### config.mk
export PLATFORM = sky130hd
export DESIGN_NAME = shift_add_ctrl_flat
export DESIGN_NICKNAME = d
export VERILOG_FILES = /design/src/rtl/shift_add_ctrl_if.sv /design/src/rtl/shift_add_ctrl.sv /design/src/flat_wrapper.sv
export SDC_FILE = /design/constraint.sdc
export NUM_CORES = 1
export LEC_CHECK = 0
export BUFFER_PORTS_ARGS = -buffer_cell sky130_fd_sc_hd__buf_2
export CAP_MARGIN = 20
export CORE_ASPECT_RATIO = 0.7
export CORE_UTILIZATION = 45
export DETAILED_ROUTE_END_ITERATION = 10
export GPL_TIMING_DRIVEN = 0
export PLACE_DENSITY_LB_ADDON = 0.15
export SYNTH_ARGS = -nofsm -noshare
export SYNTH_HDL_FRONTEND = slang
export SYNTH_SLANG_ARGS = --single-unit
### constraint.sdc
create_clock -name clk -period 1.9 [get_ports clk]
set_input_delay 0.19 -clock clk [delete_from_list [all_inputs] [get_ports clk]]
set_output_delay 0.19 -clock clk [all_outputs]
set_load 0.02 [all_outputs]
### src/rtl/shift_add_ctrl_if.sv
// Interface for the shift-add multiplier controller: start/busy/done handshake,
// operands and product, plus the link to the external Q shift register.
// Signal names are from the controller's point of view.
interface shift_add_ctrl_if #(
  parameter int N = 4
);
  logic           i_start;
  logic [N-1:0]   i_multiplicand;
  logic [N-1:0]   i_multiplier;
  logic [N-1:0]   i_sr_q;
  logic [1:0]     o_sr_ctrl;
  logic [N-1:0]   o_sr_parallel_in;
  logic           o_sr_ser_in;
  logic           o_busy;
  logic           o_done;
  logic [2*N-1:0] o_product;

  // Surrounding system and shift register side.
  modport master (
    output i_start, i_multiplicand, i_multiplier, i_sr_q,
    input  o_sr_ctrl, o_sr_parallel_in, o_sr_ser_in, o_busy, o_done, o_product
  );

  // Controller side.
  modport slave (
    input  i_start, i_multiplicand, i_multiplier, i_sr_q,
    output o_sr_ctrl, o_sr_parallel_in, o_sr_ser_in, o_busy, o_done, o_product
  );
endinterface

### src/rtl/shift_add_ctrl.sv
// Control and accumulator stage of an unsigned shift-add multiplier.
// Holds the multiplicand (M) and high product half (A); the multiplier (Q)
// lives in an external universal shift register driven through the bus.
//
//  state  | meaning
//  -------+-----------------------------------------------------------
//  S_IDLE | waiting for start; operands captured on acceptance
//  S_LOAD | load Q into the shift register, clear A and step counter
//  S_CALC | N add/shift steps; sum LSB shifts into Q's MSB
//  S_DONE | capture {A, Q} into product, raise done for the next cycle
module shift_add_ctrl #(
  parameter int N = 4
) (
  input logic           clk,
  input logic           rst,
  shift_add_ctrl_if.slave bus
);

  localparam int CW = $clog2(N) + 1;
  localparam logic [CW-1:0] LAST_STEP = CW'(N - 1);

  typedef enum logic [1:0] {
    S_IDLE = 2'd0,
    S_LOAD = 2'd1,
    S_CALC = 2'd2,
    S_DONE = 2'd3
  } state_t;

  state_t           r_state;
  logic [N-1:0]     r_m;
  logic [N-1:0]     r_mq;
  logic [N-1:0]     r_a;
  logic [CW-1:0]    r_cnt;
  logic             r_done;
  logic [2*N-1:0]   r_product;

  logic [N-1:0]     w_addend;
  logic [N:0]       w_sum;

  // Add path is one bit wider than A so the carry lands in A's MSB after the shift.
  always_comb begin
    w_addend = bus.i_sr_q[0] ? r_m : '0;
    w_sum    = {1'b0, r_a} + {1'b0, w_addend};
  end

  // Shift register control and busy decode straight from the state.
  always_comb begin
    bus.o_sr_ctrl        = 2'b00;
    bus.o_sr_parallel_in = '0;
    bus.o_sr_ser_in      = 1'b0;
    bus.o_busy           = (r_state != S_IDLE);
    case (r_state)
      S_LOAD: begin
        bus.o_sr_ctrl        = 2'b11;
        bus.o_sr_parallel_in = r_mq;
      end
      S_CALC: begin
        bus.o_sr_ctrl   = 2'b01;
        bus.o_sr_ser_in = w_sum[0];
      end
      default: ;
    endcase
  end

  assign bus.o_done    = r_done;
  assign bus.o_product = r_product;

  // Sequencer, operand capture, accumulator and result registers.
  always_ff @(posedge clk or posedge rst) begin
    if (rst) begin
      r_state   <= S_IDLE;
      r_m       <= '0;
      r_mq      <= '0;
      r_a       <= '0;
      r_cnt     <= '0;
      r_done    <= 1'b0;
      r_product <= '0;
    end else begin
      r_done <= 1'b0;
      case (r_state)
        S_IDLE: begin
          if (bus.i_start) begin
            r_m     <= bus.i_multiplicand;
            r_mq    <= bus.i_multiplier;
            r_state <= S_LOAD;
          end
        end
        S_LOAD: begin
          r_a     <= '0;
          r_cnt   <= '0;
          r_state <= S_CALC;
        end
        S_CALC: begin
          r_a   <= w_sum[N:1];
          r_cnt <= r_cnt + 1'b1;
          if (r_cnt == LAST_STEP) begin
            r_state <= S_DONE;
          end
        end
        S_DONE: begin
          r_product <= {r_a, bus.i_sr_q};
          r_done    <= 1'b1;
          r_state   <= S_IDLE;
        end
        default: r_state <= S_IDLE;
      endcase
    end
  end

endmodule

### src/flat_wrapper.sv
// flat-port wrapper written by rule: the top's interface ports become plain ports
module shift_add_ctrl_flat 
#(
  parameter int N = 4
)
  (clk, rst, bus_i_start, bus_i_multiplicand, bus_i_multiplier, bus_i_sr_q, bus_o_sr_ctrl, bus_o_sr_parallel_in, bus_o_sr_ser_in, bus_o_busy, bus_o_done, bus_o_product);
  shift_add_ctrl_if #(.N(N)) bus_i ();
  input logic clk;
  input logic rst;
  input wire logic [$bits(bus_i.i_start)-1:0] bus_i_start;
  input wire logic [$bits(bus_i.i_multiplicand)-1:0] bus_i_multiplicand;
  input wire logic [$bits(bus_i.i_multiplier)-1:0] bus_i_multiplier;
  input wire logic [$bits(bus_i.i_sr_q)-1:0] bus_i_sr_q;
  output wire logic [$bits(bus_i.o_sr_ctrl)-1:0] bus_o_sr_ctrl;
  output wire logic [$bits(bus_i.o_sr_parallel_in)-1:0] bus_o_sr_parallel_in;
  output wire logic [$bits(bus_i.o_sr_ser_in)-1:0] bus_o_sr_ser_in;
  output wire logic [$bits(bus_i.o_busy)-1:0] bus_o_busy;
  output wire logic [$bits(bus_i.o_done)-1:0] bus_o_done;
  output wire logic [$bits(bus_i.o_product)-1:0] bus_o_product;
  assign bus_i.i_start = bus_i_start;
  assign bus_i.i_multiplicand = bus_i_multiplicand;
  assign bus_i.i_multiplier = bus_i_multiplier;
  assign bus_i.i_sr_q = bus_i_sr_q;
  assign bus_o_sr_ctrl = bus_i.o_sr_ctrl;
  assign bus_o_sr_parallel_in = bus_i.o_sr_parallel_in;
  assign bus_o_sr_ser_in = bus_i.o_sr_ser_in;
  assign bus_o_busy = bus_i.o_busy;
  assign bus_o_done = bus_i.o_done;
  assign bus_o_product = bus_i.o_product;
  shift_add_ctrl #(.N(N)) u_core (.clk(clk), .rst(rst), .bus(bus_i));
endmodule
==> impl_results.md <==
- Status: finished clean
- Met1 Usage GRT: 19.3%
- Critical Path Start Type: flop
- Post-Synth Simple-Gate Area: 7.15%
- Bufs on Longest Clock Path: 2
- Antenna cells: 0
- RR Endpoint: u_core.r_a[3]
- Largest net degree at the start of global routing: 27
- Unrepaired setup endpoints after global routing: no
- # nets final: 163
- Die W: 65.2 um
- Max-slew violations: 0
- Clk pin slew, worst setup/hold paths: 0.09 ns
- Met3 Track Usage GR: 5.20%
- Worst skew pair latency: 0.27 ns
- Crit end category: output port
- Initial Util: 49.4%
- Sequential share of power: 35.1%
- Worst EP required: 1.71 ns
- Fraction of layout cells with a size suffix above 1: 43.0%
- Clock sinks: 26
- GRT busiest layer: met2
- Via count: 816
- Initial DRC count: 23
- Period minus WS final: 1.60 ns
- ANT nets after route: 0
- Avg Cell Area, Syn: 12.6 sq um
- Switching fraction of total power: 36.8%
- Total CTS buffers: 3
- Ys Warns: 0
- Post-synthesis cell area: 1260 sq um
- Hold Path Class: in -> async
- Gate power share: 47.4%
- Least-Margin Pin Slew: 0.966 ns
- Initial antenna violation count: 0
- Core region area: 2550 sq um
- Full die area: 3020 sq um
- Largest family of logic cells by synthesized area: multiplexers
- Synth cell types: 24
- Commonest non-fill, non-tap cell in the layout: buf_2
- Clk root buf: clkbuf_8
- R2R setup slack: 0.31 ns
- First drt pass iteration count: 4
- Port bufs: 31
- Tot GR Track Use: 16.1%
- #FFs+latches synth: 26
- Max cap viols: 0
- Hold buffers post-CTS: 0
- Drt total wl: 2.17 mm
- # rows: 15
- # H-tree levels: 1
- Critical Path Fanout Max: 6
- # resized after CTS: 0
- Drt drc: 0
- First-pass GRT wire length: 3.38 mm
- Fmax: 625 MHz
- Worst slew margin: 35.5%
- Post-synthesis sequential area ratio: 51.6%
- Internal Power: 1.64 mW
- Worst reg2reg path depth: 8
- Max VDD drop: 934 uV
- Synth Net Count: 127
- Worst EP arrival: 1.41 ns
- HPWL Detailed: 1.66 mm
- Total Neg Setup Slack: 0 ns
- Num ports: 32
- P_leak: 0.790 nW
- Clock share of power: 17.5%
- Hold Vio Cnt, Final: 0
- XOR/XNOR Fraction of Synth Area: 0.695%
- Compound-Gate Fraction of Synth Area: 7.05%
- Area Growth Syn to Fin: 21.4%
- Met2 usage: 27.8%
- Multiplexer share of the synthesized area: 15.5%
- Tcrit/Tclk final: 84.2%
- Final setup skew: 0.00433 ns
- Critical path class: reg -> out
- Final Core Density: 59.9%
- Drt wl/cell: 12.8 um
- Vias in the first global route: 757
- Pwr Density: 1690 nW/um^2
- Worst R2R Start: u_core.r_m[0]
- Mapped Cells: 100
- GP Congestion: 0.766
- Via density: 4.83
- Grt ovf: 0
- Die Span Y: 46.3 um
- Final Setup Violations: 0
- Sw Pwr: 952 uW
- Most frequent cells in the layout: buf_2 (32), dfrtp_1 (26), mux2_2 (16)
- TritonCTS clock tree: built
- Synthesized-area fraction occupied by adder cells: 12.5%
- Post-CTS Setup Inserts: 0
cell usage after synthesis, drive strengths merged:
| cell type | n | area, sq um |
|---|---|---|
| dfrtp | 26 | 651 |
| mux2 | 17 | 195 |
| inv | 14 | 52.6 |
| ha | 11 | 138 |
| and2 | 8 | 50.1 |
| o22ai | 4 | 25.0 |
| nand2 | 3 | 13.8 |
| buf | 2 | 16.3 |
| nand3 | 2 | 10.0 |
| nor2b | 2 | 12.5 |
| o21ai | 2 | 10.0 |
| a21o | 1 | 7.51 |
| a21oi | 1 | 5.00 |
| a2bb2oi | 1 | 15.0 |
| fa | 1 | 20.0 |
| nor2 | 1 | 3.75 |
| o21a | 1 | 7.51 |
| o22a | 1 | 10.0 |
| o32ai | 1 | 8.76 |
| xor2 | 1 | 8.76 |
registers in the layout (all words and copies together) (netlist names):
name and cells:
u_core.r_a 4, u_core.bus.o_done 1, u_core.r_m 4, u_core.r_cnt 3
u_core.bus.o_product 8, u_core.r_state 2, u_core.r_mq 4
stage by stage:
stage	hold WS, ns	std cells	setup slack [ns]	instance area [sq um]	total power [mW]
after floorplan	0.230	100	0.460	1260	1.83
after global placement	0.424	165	0.358	1460	2.11
after detailed placement	0.429	165	0.336	1460	2.16
after CTS	0.143	169	0.284	1530	2.62
after global routing	0.137	169	0.216	1530	2.77
final	0.124	169	0.300	1530	2.59
layer usage:
| metal | routed length [um] | up-vias | share of wire, % |
|---|---|---|---|
| li1 | - | 406 | - |
| met1 | 991 | 386 | 46 |
| met2 | 1030 | 20 | 48 |
| met3 | 119 | 4 | 5.5 |
| met4 | 27 | 0 | 1.2 |
| met5 | 0 | - | 0 |
critical path: stages, from the launching register on:
cell and delay [ns]:
dfrtp_1 0.43, inv_1 0.09, ha_1 0.29, and2_1 0.18, buf_2 0.15
power groups by stage:
stage | Combinational (mW) | Clock, mW | Sequential, mW
global route | 1.34 | 0.485 | 0.943
CTS | 1.25 | 0.464 | 0.912
floorplan | 0.830 | 0 | 1.00
finish | 1.23 | 0.453 | 0.908
detailed placement | 1.24 | 0 | 0.925
global placement | 1.20 | 0 | 0.912
cell type report:
cell class	count	area (sq um)
buffer	2	16.3
clock buffer	3	41.3
clock inverter	1	30.0
fill	222	1020
inverter	14	52.6
multi-input combinational	58	541
sequential	26	651
tap	34	42.5
timing repair buffer	31	155
how the worst max path moves through the flow:
| stage | to | depth (start not counted) | startpoint | slack [ns] |
|---|---|---|---|---|
| 2_1_floorplan | u_core.r_a[3] | 8 | u_core.r_m[0] | 0.46 |
| 3_3_place_gp | u_core.r_a[3] | 9 | bus_i_sr_q[0] | 0.36 |
| 3_5_place_dp | u_core.r_a[3] | 9 | bus_i_sr_q[0] | 0.34 |
| 4_1_cts | bus_o_sr_ser_in | 4 | u_core.r_state[0] | 0.28 |
| 5_1_grt | bus_o_sr_ser_in | 4 | u_core.r_state[0] | 0.22 |
| 6_report | bus_o_sr_ser_in | 4 | u_core.r_state[0] | 0.30 |
kinds of logic after synthesis:
| kind of cell | count (synthesis) |
|---|---|
| flip-flops | 26 |
| multiplexers | 17 |
| buffers and inverters | 16 |
| AND/OR/NAND/NOR | 16 |
| AO/OA/AOI/OAI | 12 |
| adder cells (fa/ha/maj) | 12 |
| XOR/XNOR | 1 |
(Power assumes the default switching activity.)
